**config.mk**
```make
export PLATFORM = sky130hd
export DESIGN_NAME = uart_rx_flat
export DESIGN_NICKNAME = d
export VERILOG_FILES = /design/src/rtl/uart_pkg.sv /design/src/rtl/uart_rx_if.sv /design/src/rtl/uart_baud_tick.sv /design/src/rtl/uart_rx.sv /design/src/flat_wrapper.sv
export SDC_FILE = /design/constraint.sdc
export NUM_CORES = 1
export LEC_CHECK = 0
export BUFFER_PORTS_ARGS = -buffer_cell sky130_fd_sc_hd__clkbuf_2
export CAP_MARGIN = 20
export CORE_ASPECT_RATIO = 2
export CORE_MARGIN = 3
export CORE_UTILIZATION = 50
export CTS_CLUSTER_SIZE = 14
export DETAILED_ROUTE_END_ITERATION = 16
export GPL_TIMING_DRIVEN = 0
export HOLD_SLACK_MARGIN = 0.02
export PLACE_DENSITY = 0.7
export RECOVER_POWER = 50
export SETUP_SLACK_MARGIN = 0.1
export SKIP_CTS_REPAIR_TIMING = 1
export SYNTH_ARGS = -nofsm -noshare
export SYNTH_HDL_FRONTEND = slang
export SYNTH_SLANG_ARGS = --single-unit
```
**constraint.sdc**
```tcl
create_clock -name clk -period 2.1 [get_ports clk]
set_input_delay 0 -clock clk [delete_from_list [all_inputs] [get_ports clk]]
set_output_delay 0 -clock clk [all_outputs]
set_load 0.05 [all_outputs]
```
**src/rtl/uart_pkg.sv**
```systemverilog
// ----------------------------------------------------------------------------
// uart_pkg : shared UART types, divider rounding and sample-point helpers
// Rev 1.0
// ----------------------------------------------------------------------------
`default_nettype none

package uart_pkg;

  typedef enum logic [2:0] {
    IDLE   = 3'd0,
    START  = 3'd1,
    DATA   = 3'd2,
    PARITY = 3'd3,
    STOP   = 3'd4,
    BREAK  = 3'd5
  } uart_state_e;

  localparam int UART_OS_DEFAULT = 16;

  // Clocks per oversampling tick, rounded to nearest.
  function automatic int uart_div(input int clk_hz, input int baud, input int os);
    return (clk_hz + (baud * os) / 2) / (baud * os);
  endfunction

  // Tick index within a bit at which the line is sampled (bit centre).
  function automatic int uart_sample_pt(input int os);
    return os / 2 - 1;
  endfunction

endpackage

`default_nettype wire

```
**src/rtl/uart_rx_if.sv**
```systemverilog
// ----------------------------------------------------------------------------
// uart_rx_if : valid/ready byte stream from the UART receiver to its consumer
// Rev 1.0
// ----------------------------------------------------------------------------
`default_nettype none

interface uart_rx_if #(
  parameter int DATA_BITS = 8
);
  logic [DATA_BITS-1:0] rx_data;
  logic                 rx_valid;
  logic                 rx_ready;

  modport master (
    output rx_data,
    output rx_valid,
    input  rx_ready
  );

  modport slave (
    input  rx_data,
    input  rx_valid,
    output rx_ready
  );
endinterface

`default_nettype wire

```
**src/rtl/uart_baud_tick.sv**
```systemverilog
// ----------------------------------------------------------------------------
// uart_baud_tick : free-running 1-cycle tick every DIV clocks, restartable
// Rev 1.0
// ----------------------------------------------------------------------------
`default_nettype none

module uart_baud_tick #(
  parameter int DIV = 27
) (
  input  wire logic clk,
  input  wire logic reset_n,
  input  wire logic i_restart,
  output logic      o_tick
);

  localparam int CW = (DIV > 1) ? $clog2(DIV) : 1;

  logic [CW-1:0] r_cnt;
  logic          w_wrap;

  assign w_wrap = (r_cnt == CW'(DIV - 1));
  assign o_tick = w_wrap & ~i_restart;

  always_ff @(posedge clk or negedge reset_n) begin
    if (!reset_n) begin
      r_cnt <= '0;
    end else if (i_restart || w_wrap) begin
      r_cnt <= '0;
    end else begin
      r_cnt <= r_cnt + 1'b1;
    end
  end

endmodule

`default_nettype wire

```
**src/rtl/uart_rx.sv**
```systemverilog
// ----------------------------------------------------------------------------
// uart_rx : oversampling UART receiver, byte out on valid/ready.
//           Define UART_RX_PARITY_EN to add a checked parity bit.
// Rev 1.0
// ----------------------------------------------------------------------------
`default_nettype none

module uart_rx
  import uart_pkg::*;
#(
  parameter int CLK_HZ     = 50_000_000,
  parameter int BAUD       = 115200,
  parameter int OVERSAMPLE = 16,
  parameter int DATA_BITS  = 8,
  parameter int PARITY_ODD = 0
) (
  input  wire logic  clk,
  input  wire logic  reset_n,
  input  wire logic  rxd,
  uart_rx_if.master  rx_if,
  output logic       busy,
  output logic       frame_err,
  output logic       overrun_err,
  output logic       parity_err
);

  localparam int DIV      = uart_div(CLK_HZ, BAUD, OVERSAMPLE);
  localparam int OSW      = $clog2(OVERSAMPLE);
  localparam int SAMPLE_PT = uart_sample_pt(OVERSAMPLE);

  if (OVERSAMPLE < 8 || (OVERSAMPLE % 2) != 0 || DATA_BITS < 5 || DATA_BITS > 8 ||
      PARITY_ODD < 0 || PARITY_ODD > 1 || DIV < 1) begin : g_bad_cfg
    $error("uart_rx: unsupported parameter combination");
  end

  uart_state_e            r_state;
  uart_state_e            w_next;
  logic                   r_sync1;
  logic                   r_rxd_s;
  logic [OSW-1:0]         r_os;
  logic [2:0]             r_bit;
  logic [DATA_BITS-1:0]   r_shift;
  logic [DATA_BITS-1:0]   r_data;
  logic                   r_valid;
  logic                   r_frame_err;
  logic                   r_overrun_err;

  logic                   w_tick;
  logic                   w_sample;
  logic                   w_restart;
  logic                   w_shift;
  logic                   w_stop_sample;
  logic                   w_deliver;
  logic                   w_frame;
  logic                   w_hs;
  logic                   w_last_bit;
`ifdef UART_RX_PARITY_EN
  logic                   w_par_sample;
  logic                   r_par_bad;
  logic                   r_parity_err;
`endif

  // rxd is asynchronous; only r_rxd_s is used downstream.
  always_ff @(posedge clk or negedge reset_n) begin
    if (!reset_n) begin
      r_sync1 <= 1'b1;
      r_rxd_s <= 1'b1;
    end else begin
      r_sync1 <= rxd;
      r_rxd_s <= r_sync1;
    end
  end

  uart_baud_tick #(
    .DIV (DIV)
  ) u_tick (
    .clk       (clk),
    .reset_n   (reset_n),
    .i_restart (w_restart),
    .o_tick    (w_tick)
  );

  assign w_sample   = w_tick & (r_os == OSW'(SAMPLE_PT));
  assign w_last_bit = (r_bit == 3'(DATA_BITS - 1));

  // FSM: state register
  always_ff @(posedge clk or negedge reset_n) begin
    if (!reset_n) begin
      r_state <= IDLE;
    end else begin
      r_state <= w_next;
    end
  end

  // FSM: next state
  always_comb begin
    w_next = r_state;
    case (r_state)
      IDLE:   if (!r_rxd_s) w_next = START;
      START:  if (w_sample) w_next = r_rxd_s ? IDLE : DATA;
      DATA: begin
        if (w_sample && w_last_bit) begin
`ifdef UART_RX_PARITY_EN
          w_next = PARITY;
`else
          w_next = STOP;
`endif
        end
      end
      PARITY: if (w_sample) w_next = STOP;
      // Leave at the stop-bit centre so the next start edge is caught early.
      STOP:   if (w_sample) w_next = r_rxd_s ? IDLE : BREAK;
      BREAK:  if (r_rxd_s) w_next = IDLE;
      default: w_next = IDLE;
    endcase
  end

  // FSM: outputs
  always_comb begin
    w_restart     = (r_state == IDLE) & ~r_rxd_s;
    w_shift       = (r_state == DATA) & w_sample;
    w_stop_sample = (r_state == STOP) & w_sample;
    w_deliver     = w_stop_sample & r_rxd_s;
    w_frame       = w_stop_sample & ~r_rxd_s;
`ifdef UART_RX_PARITY_EN
    w_par_sample  = (r_state == PARITY) & w_sample;
`endif
  end

  always_ff @(posedge clk or negedge reset_n) begin
    if (!reset_n) begin
      r_os    <= '0;
      r_bit   <= '0;
      r_shift <= '0;
    end else begin
      if (w_restart) begin
        r_os <= '0;
      end else if (w_tick) begin
        r_os <= (r_os == OSW'(OVERSAMPLE - 1)) ? '0 : r_os + 1'b1;
      end

      if (w_restart) begin
        r_bit <= '0;
      end else if (w_shift) begin
        r_bit <= r_bit + 1'b1;
      end

      if (w_shift) begin
        r_shift <= {r_rxd_s, r_shift[DATA_BITS-1:1]};
      end
    end
  end

  assign w_hs = r_valid & rx_if.rx_ready;

  // A delivery coinciding with a handshake replaces the byte without overrun.
  always_ff @(posedge clk or negedge reset_n) begin
    if (!reset_n) begin
      r_data        <= '0;
      r_valid       <= 1'b0;
      r_frame_err   <= 1'b0;
      r_overrun_err <= 1'b0;
    end else begin
      r_frame_err   <= w_frame;
      r_overrun_err <= 1'b0;
      if (w_deliver) begin
        if (!r_valid || w_hs) begin
          r_data  <= r_shift;
          r_valid <= 1'b1;
        end else begin
          r_overrun_err <= 1'b1;
        end
      end else if (w_hs) begin
        r_valid <= 1'b0;
      end
    end
  end

`ifdef UART_RX_PARITY_EN
  always_ff @(posedge clk or negedge reset_n) begin
    if (!reset_n) begin
      r_par_bad    <= 1'b0;
      r_parity_err <= 1'b0;
    end else begin
      if (w_restart) begin
        r_par_bad <= 1'b0;
      end else if (w_par_sample) begin
        r_par_bad <= (r_rxd_s != ((^r_shift) ^ (PARITY_ODD != 0)));
      end
      r_parity_err <= w_stop_sample & r_par_bad;
    end
  end

  assign parity_err = r_parity_err;
`else
  assign parity_err = 1'b0;
`endif

  assign rx_if.rx_data  = r_data;
  assign rx_if.rx_valid = r_valid;
  assign busy           = (r_state != IDLE);
  assign frame_err      = r_frame_err;
  assign overrun_err    = r_overrun_err;

endmodule

`default_nettype wire

```
**src/flat_wrapper.sv**
```systemverilog
// flat-port wrapper written by rule: the top's interface ports become plain ports
module uart_rx_flat import uart_pkg::*;
#(
  parameter int CLK_HZ     = 50_000_000,
  parameter int BAUD       = 115200,
  parameter int OVERSAMPLE = 16,
  parameter int DATA_BITS  = 8,
  parameter int PARITY_ODD = 0
)
  (clk, reset_n, rxd, busy, frame_err, overrun_err, parity_err, rx_if_rx_data, rx_if_rx_valid, rx_if_rx_ready);
  uart_rx_if #(.DATA_BITS(DATA_BITS)) rx_if_i ();
  input  wire logic clk;
  input  wire logic reset_n;
  input  wire logic rxd;
  output logic busy;
  output logic frame_err;
  output logic overrun_err;
  output logic parity_err;
  output wire logic [$bits(rx_if_i.rx_data)-1:0] rx_if_rx_data;
  output wire logic [$bits(rx_if_i.rx_valid)-1:0] rx_if_rx_valid;
  input wire logic [$bits(rx_if_i.rx_ready)-1:0] rx_if_rx_ready;
  assign rx_if_rx_data = rx_if_i.rx_data;
  assign rx_if_rx_valid = rx_if_i.rx_valid;
  assign rx_if_i.rx_ready = rx_if_rx_ready;
  uart_rx #(.CLK_HZ(CLK_HZ), .BAUD(BAUD), .OVERSAMPLE(OVERSAMPLE), .DATA_BITS(DATA_BITS), .PARITY_ODD(PARITY_ODD)) u_core (.clk(clk), .reset_n(reset_n), .rxd(rxd), .rx_if(rx_if_i), .busy(busy), .frame_err(frame_err), .overrun_err(overrun_err), .parity_err(parity_err));
endmodule
```
---- Yosys cells after proc, flatten, opt, wreduce, memory -nomap -nowiden ----
Index checks and enable logic that the tools add are counted.
storage, ports and cells
  register bits after elaboration ......... 36
  input port bits ......................... 4
  word-level logic and storage cells ...... 72
  output and inout port bits .............. 13
operators by class
  equality and inequality tests ........... 16
  mux-type cells .......................... 20
  add/sub/neg operators ................... 3
  bitwise operators ....................... 10
  reductions and logical operators ........ 12
operator list
  operator                                                                 count
  3-bit 2-to-1 mux                                                         9
  3-bit one-hot mux with 6 select lines                                    1
  4-bit 2-to-1 mux                                                         3
  2-bit by 1-bit inequality test with 1-bit output, second input constant  5
  3-bit equality test, second input constant                               3
  1-bit bitwise AND                                                        8
  3-bit by 2-bit equality test with 1-bit output, second input constant    2
  6-bit AND reduction                                                      1
  2-bit nonzero test                                                       3
  5-bit by 1-bit adder with 5-bit output, second input constant            1
  5-bit equality test, second input constant                               1
  1-bit 2-to-1 mux                                                         5
  5-bit 2-to-1 mux                                                         1
  4-bit by 1-bit adder with 4-bit output, second input constant            1
  4-bit by 3-bit equality test with 1-bit output, second input constant    1
  4-bit equality test, second input constant                               1
  2-bit inequality test, second input constant                             2
  2-bit AND reduction                                                      2
  3-bit by 1-bit adder with 3-bit output, second input constant            1
  3-bit by 1-bit equality test with 1-bit output, second input constant    1
  3-bit zero test                                                          1
  3-bit nonzero test                                                       1
  1-bit logical OR                                                         2
  2-bit 2-to-1 mux                                                         1
  other kinds (3)                                                          4

---- Logic depth before layout (Yosys ltp) ----
  depth after elaboration ................. 9
  gate-level depth with buffers ........... 7

---- Cells and area by module ----
Synthesis repeated with hierarchy kept, for this count alone.
unflattened totals
  cells, all modules ...................... 127
  area total of the unflattened synthesis .. 1665.3 um^2
modules (own cells, without submodules)
  module          cells each  instances  area an instance (um^2)  sequential area each (um^2)
  uart_rx         104         1          1390.1                   778.2
  uart_baud_tick  23          1          275.3                    125.1

---- Least setup slack after synthesis ----
OpenSTA, ideal clock, no wires.
  path kind ............................... register -> register
  start ................................... register u_core.u_tick.r_cnt[0]
  end ..................................... register u_core.r_shift[2]
  setup time .............................. 125 ps
  cell stages (with the launch flop) ...... 7
  setup slack ............................. 336 ps
  arrival ................................. 1639 ps
  period minus slack after synthesis ...... 1764 ps
  data required time ...................... 1975 ps
  path through ............................ dfrtp_1 > inv_1 > ha_1 > nand4b_4 > nor4b_4 > buf_6 > mux2_4
between the ends
  word-level cells in the longest chain between the ends .. 4
ends and longest elaborated chain
  element                   RTL line              text
  start: declaration        uart_baud_tick.sv:18  logic [CW-1:0] r_cnt;
  start signal: assignment  uart_baud_tick.sv:30  r_cnt <= r_cnt + 1'b1;
  5-bit equality test       uart_baud_tick.sv:21  assign w_wrap = (r_cnt == CW'(DIV - 1));
  1-bit bitwise AND         uart_baud_tick.sv:22  assign o_tick = w_wrap & ~i_restart;
  1-bit bitwise AND         uart_rx.sv:83         assign w_sample = w_tick & (r_os == OSW'(SAMPLE_PT));
  1-bit bitwise AND         uart_rx.sv:121        w_shift = (r_state == DATA) & w_sample;
  end signal: assignment    uart_rx.sv:149        r_shift <= {r_rxd_s, r_shift[DATA_BITS-1:1]};
  end: declaration          uart_rx.sv:42         logic [DATA_BITS-1:0] r_shift;
Every way passes these cells.
A chain may end at the register's enable or synchronous reset.

---- Worst setup path in the final report ----
  start ................................... register u_core.u_tick.r_cnt[0]
  end ..................................... register u_core.r_data[7], in the netlist u_core.rx_if.rx_data[7]
between the ends
  word-level cells in the longest chain between the ends .. 6
ends and longest elaborated chain
  element                        RTL line              text
  5-bit equality test            uart_baud_tick.sv:21
  1-bit bitwise AND              uart_baud_tick.sv:22
  1-bit bitwise AND              uart_rx.sv:83
  1-bit bitwise AND              uart_rx.sv:122        w_stop_sample = (r_state == STOP) & w_sample;
  1-bit bitwise AND              uart_rx.sv:123        w_deliver = w_stop_sample & r_rxd_s;
  2-bit AND reduction (no line)  n/a
  end signal: assignment         uart_rx.sv:168        r_data <= r_shift;
  end: declaration               uart_rx.sv:43         logic [DATA_BITS-1:0] r_data;
Every way passes these cells.

==> impl_summary.md <==
Run status
The run finished with clean final reports.

Critical path
STA classifies the critical path endpoint as a flip-flop. The kind of start point of the critical path is a flip-flop. The maximum fanout along the worst path is 8. The critical path is of the flip-flop to flip-flop type. The required time of the worst setup path is 2.26 ns. Data arrives at the worst endpoint at 2.03 ns.

STA
The number of hold violations in the final report came to 0. Setup repair after global routing left no endpoint under its margin. Based on the critical path, the design can be clocked at up to 534.3 MHz. Headroom to the max-slew limit came out at 42.99%.

The worst hold slack is 0.3526 ns. The accumulated negative setup slack is 0 ns. The count of pins over their slew limit is 0. Across the routed clock network, the largest skew measured is 0.004678 ns. The minimum clock period is 1.872 ns. The slew of the pin with the lowest slew margin is 0.8551 ns.

Setup violations remaining at the end of the flow were counted as 0. The post-route clock period utilization is 89.13%.

Logic synthesis
After Yosys synthesis, XOR and XNOR cells account for 2.182% of the synthesized area. The number of warnings reported in the yosys synthesis log is 0. The share of synthesized area occupied by flip-flops and latches is 56.27%. The total standard cell area after synthesis is 1605 sq um.

By area, the combinational part of the netlist is dominated by simple AND/OR/NAND/NOR gates. Synthesis produced a netlist whose cell count is 126. The number of nets produced by synthesis is 135. For this run, asynchronously set or reset flops after synthesis account for 100.0%. The adder-cell share of the synthesized area is 3.897%.

The number of enable flip-flop cells after synthesis is 0. A synthesized cell averages 12.74 sq um. The portion of synthesized area spent on multiplexers is 13.02%. Of the total synthesized cell area, the portion taken by AND, OR, NAND and NOR gates is 17.15%.

The area fraction in compound gates after synthesis is 5.144%. The post-synthesis register bit count is 36. The number of different library cells used by synthesis comes to 37. The commonest register cell after synthesis is dfrtp_1.

Layout
0 antenna diodes ended up in the layout. The area taken by multi-input logic gates is 670.6 sq um. The post-route cell area is 1849 sq um. The core occupancy in the finished layout is 61.38%. The fraction of final layout cells sized beyond drive strength 1 is 23.23%. The fill cell instance count of the final layout is 269. From synthesis to final layout, the design area changed by 15.20%. For this run, the post-layout net count is 163. The sequential cell area in the final layout is 903.4 sq um. For this run, the number of standard cells in the final layout without fillers is 185.

Placed design
The placed instances occupy a cell area of 1718 sq um. Summed over all nets, the half-perimeter wirelength after detailed placement is 1988 um. Buffers placed on the I/O ports in this run total 15. The post-placement cell count is 171. The final weighted congestion of routability-driven global placement is 0.7382.

Clock tree
The clock tree buffer depth is 2. The library cell used as clock root buffer is clkbuf_8. Buffers inserted during clock tree synthesis total 5. TritonCTS built the clock tree. The clock reaches the later pin of the worst-skew pair after 0.28 ns. The clock-pin slew on the worst setup and hold paths is 0.07 ns. The H-tree generated during clock tree synthesis spans 2 levels. The clock net in this run drives a total of 36 sinks.

Floorplan
The standard cell core area is 3013 sq um. 17 I/O pins were placed. The number of placement rows is 28. The initial core utilization is 53.28%.

The die covers 3968 sq um. The y dimension of the die is 86.13 um. The horizontal extent of the die is 46.07 um.

Power and ir drop
The analysis attributes to cell leakage a power of 0.9084 nW. The worst supply voltage drop on vdd is 0.4769 mV. Power spread over the standard cell area amounts to 658.1 nW/um^2.

Route
The pre-antenna-repair detailed-routing pass consisted of 4 iterations. The via density per instance is 5.443. The post-route DRC violation count is 0. The initial detailed-routing violation count is 17.

The via count of the routed design is 1,007. For this block, the routed nets add up to 2632 um of wire. Once detail routing completed, the nets flagged for antenna violations numbered 0. After detailed routing, the average wire length per cell comes to 14.23 um.

Job
The max-capacitance violation count is 0.

Worst hold path
The path class of the tightest hold or removal check is input pin to flip-flop.

GRT
For this run the aggregate overflow at the end of global routing stands at 0. The largest net degree at the start of global routing is 37. The total track usage is 15.33%.

The wire length of the first global-routing pass is 4429 um. The number of global-route vias before repair came to 1,024. The number of antenna violations at the first check in global routing is 0.
==> layout make-up <==
cell class                      count  area share, %
Tap cell                           30          2.030
Multi-Input combinational cell     85          36.27
Buffer                              4          1.624
Inverter                            1         0.2030
Sequential cell                    36          48.85
Clock buffer                        8          4.871
Timing Repair Buffer               21          6.157
==> power breakdown <==
group	internal, W	leakage [nW]	switching (W)
sequential	0.000697	0.471	0.00000230
combinational	0.00000742	0.392	0.0000183
clock	0.000267	0.0455	0.000225
==> cells in the final DEF, fill, tap and decap left out, drive strengths merged, types with 3 or more instances in the layout <==
| master | n |
|---|---|
| dfrtp | 34 |
| clkbuf | 24 |
| mux2 | 16 |
| nand2 | 12 |
| nor2 | 12 |
| buf | 6 |
| a21oi | 5 |
| o21ai | 5 |
| ha | 5 |
| nor3b | 4 |
| xor2 | 3 |
| dlygate4sd3 | 3 |
==> metrics by stage <==
stage,setup WS (ns),power (W)
CTS,0.1207,0.001230
detailed placement,0.1351,0.0007349
finish,0.2283,0.001217
floorplan,0.3363,0.0007180
global placement,0.1661,0.0007341
global route,0.1126,0.001264
==> cell families (layout without fill, tap and decap cells) <==
logic type,after synthesis,in the layout
and+or+nand+nor,44,44
DFF,36,36
other,1,1
xor gates and xnor gates,4,4
buffers and inverters,5,34
adders and majority gates,5,5
muxes,17,17
AOI/OAI and AO/OA,14,14
==> per-layer routing <==
metal | global-route usage, % | vias up | wire length, um
met5 | 0 | - | 0
met4 | 6.995 | 0 | 35
met1 | 16.74 | 495 | 1032
met2 | 26.26 | 14 | 1498
li1 | - | 493 | -
met3 | 3.782 | 5 | 65
==> critical path, stage by stage, from the launching register on <==
cell and delay [ns]:
dfrtp_1 0.41, inv_1 0.07, ha_2 0.20, and4b_2 0.28
nand4_2 0.13, nor2b_1 0.14, buf_4 0.18, mux2_1 0.34
==> registers in the layout, summed over array words and instances (netlist names) <==
name	cells
u_core.frame_err	1
u_core.overrun_err	1
u_core.r_bit	3
u_core.r_os	4
u_core.r_rxd_s	1
u_core.r_shift	8
u_core.r_state	3
u_core.r_sync1	1
u_core.rx_if.rx_data	8
u_core.rx_if.rx_valid	1
u_core.u_tick.r_cnt	5
==> worst paths after layout <==
kind | from | to | slack [ns] | depth (start not counted)
max | u_core.u_tick.r_cnt[0] | u_core.rx_if.rx_data[7] | 0.23 | 7
min | rxd | u_core.r_sync1 | 0.35 | 2
max reg2reg | u_core.u_tick.r_cnt[0] | u_core.rx_if.rx_data[7] | 0.23 | 7
min reg2reg | u_core.r_sync1 | u_core.r_rxd_s | 0.37 | 0
max in group asynchronous | reset_n | u_core.frame_err | 1.21 | 2
min in group asynchronous | reset_n | u_core.r_os[1] | 0.36 | 2
==> Yosys cell counts, types with 2 or more instances <==
library cell   n  area [sq um]
dfrtp_1       34         850.8
nand2_1       12         45.04
nor2_1        12         45.04
mux2_2         6         67.56
a21oi_1        5         25.02
ha_1           5         62.56
mux2_1         5         56.30
mux2_4         5         75.07
o21ai_0        5         25.02
nor3b_1        3         22.52
xor2_1         3         26.28
buf_4          2         15.01
dfstp_2        2         52.55
nand2b_1       2         12.51
nand3_1        2         10.01
or3_1          2         12.51
(Power assumes the default switching activity.)
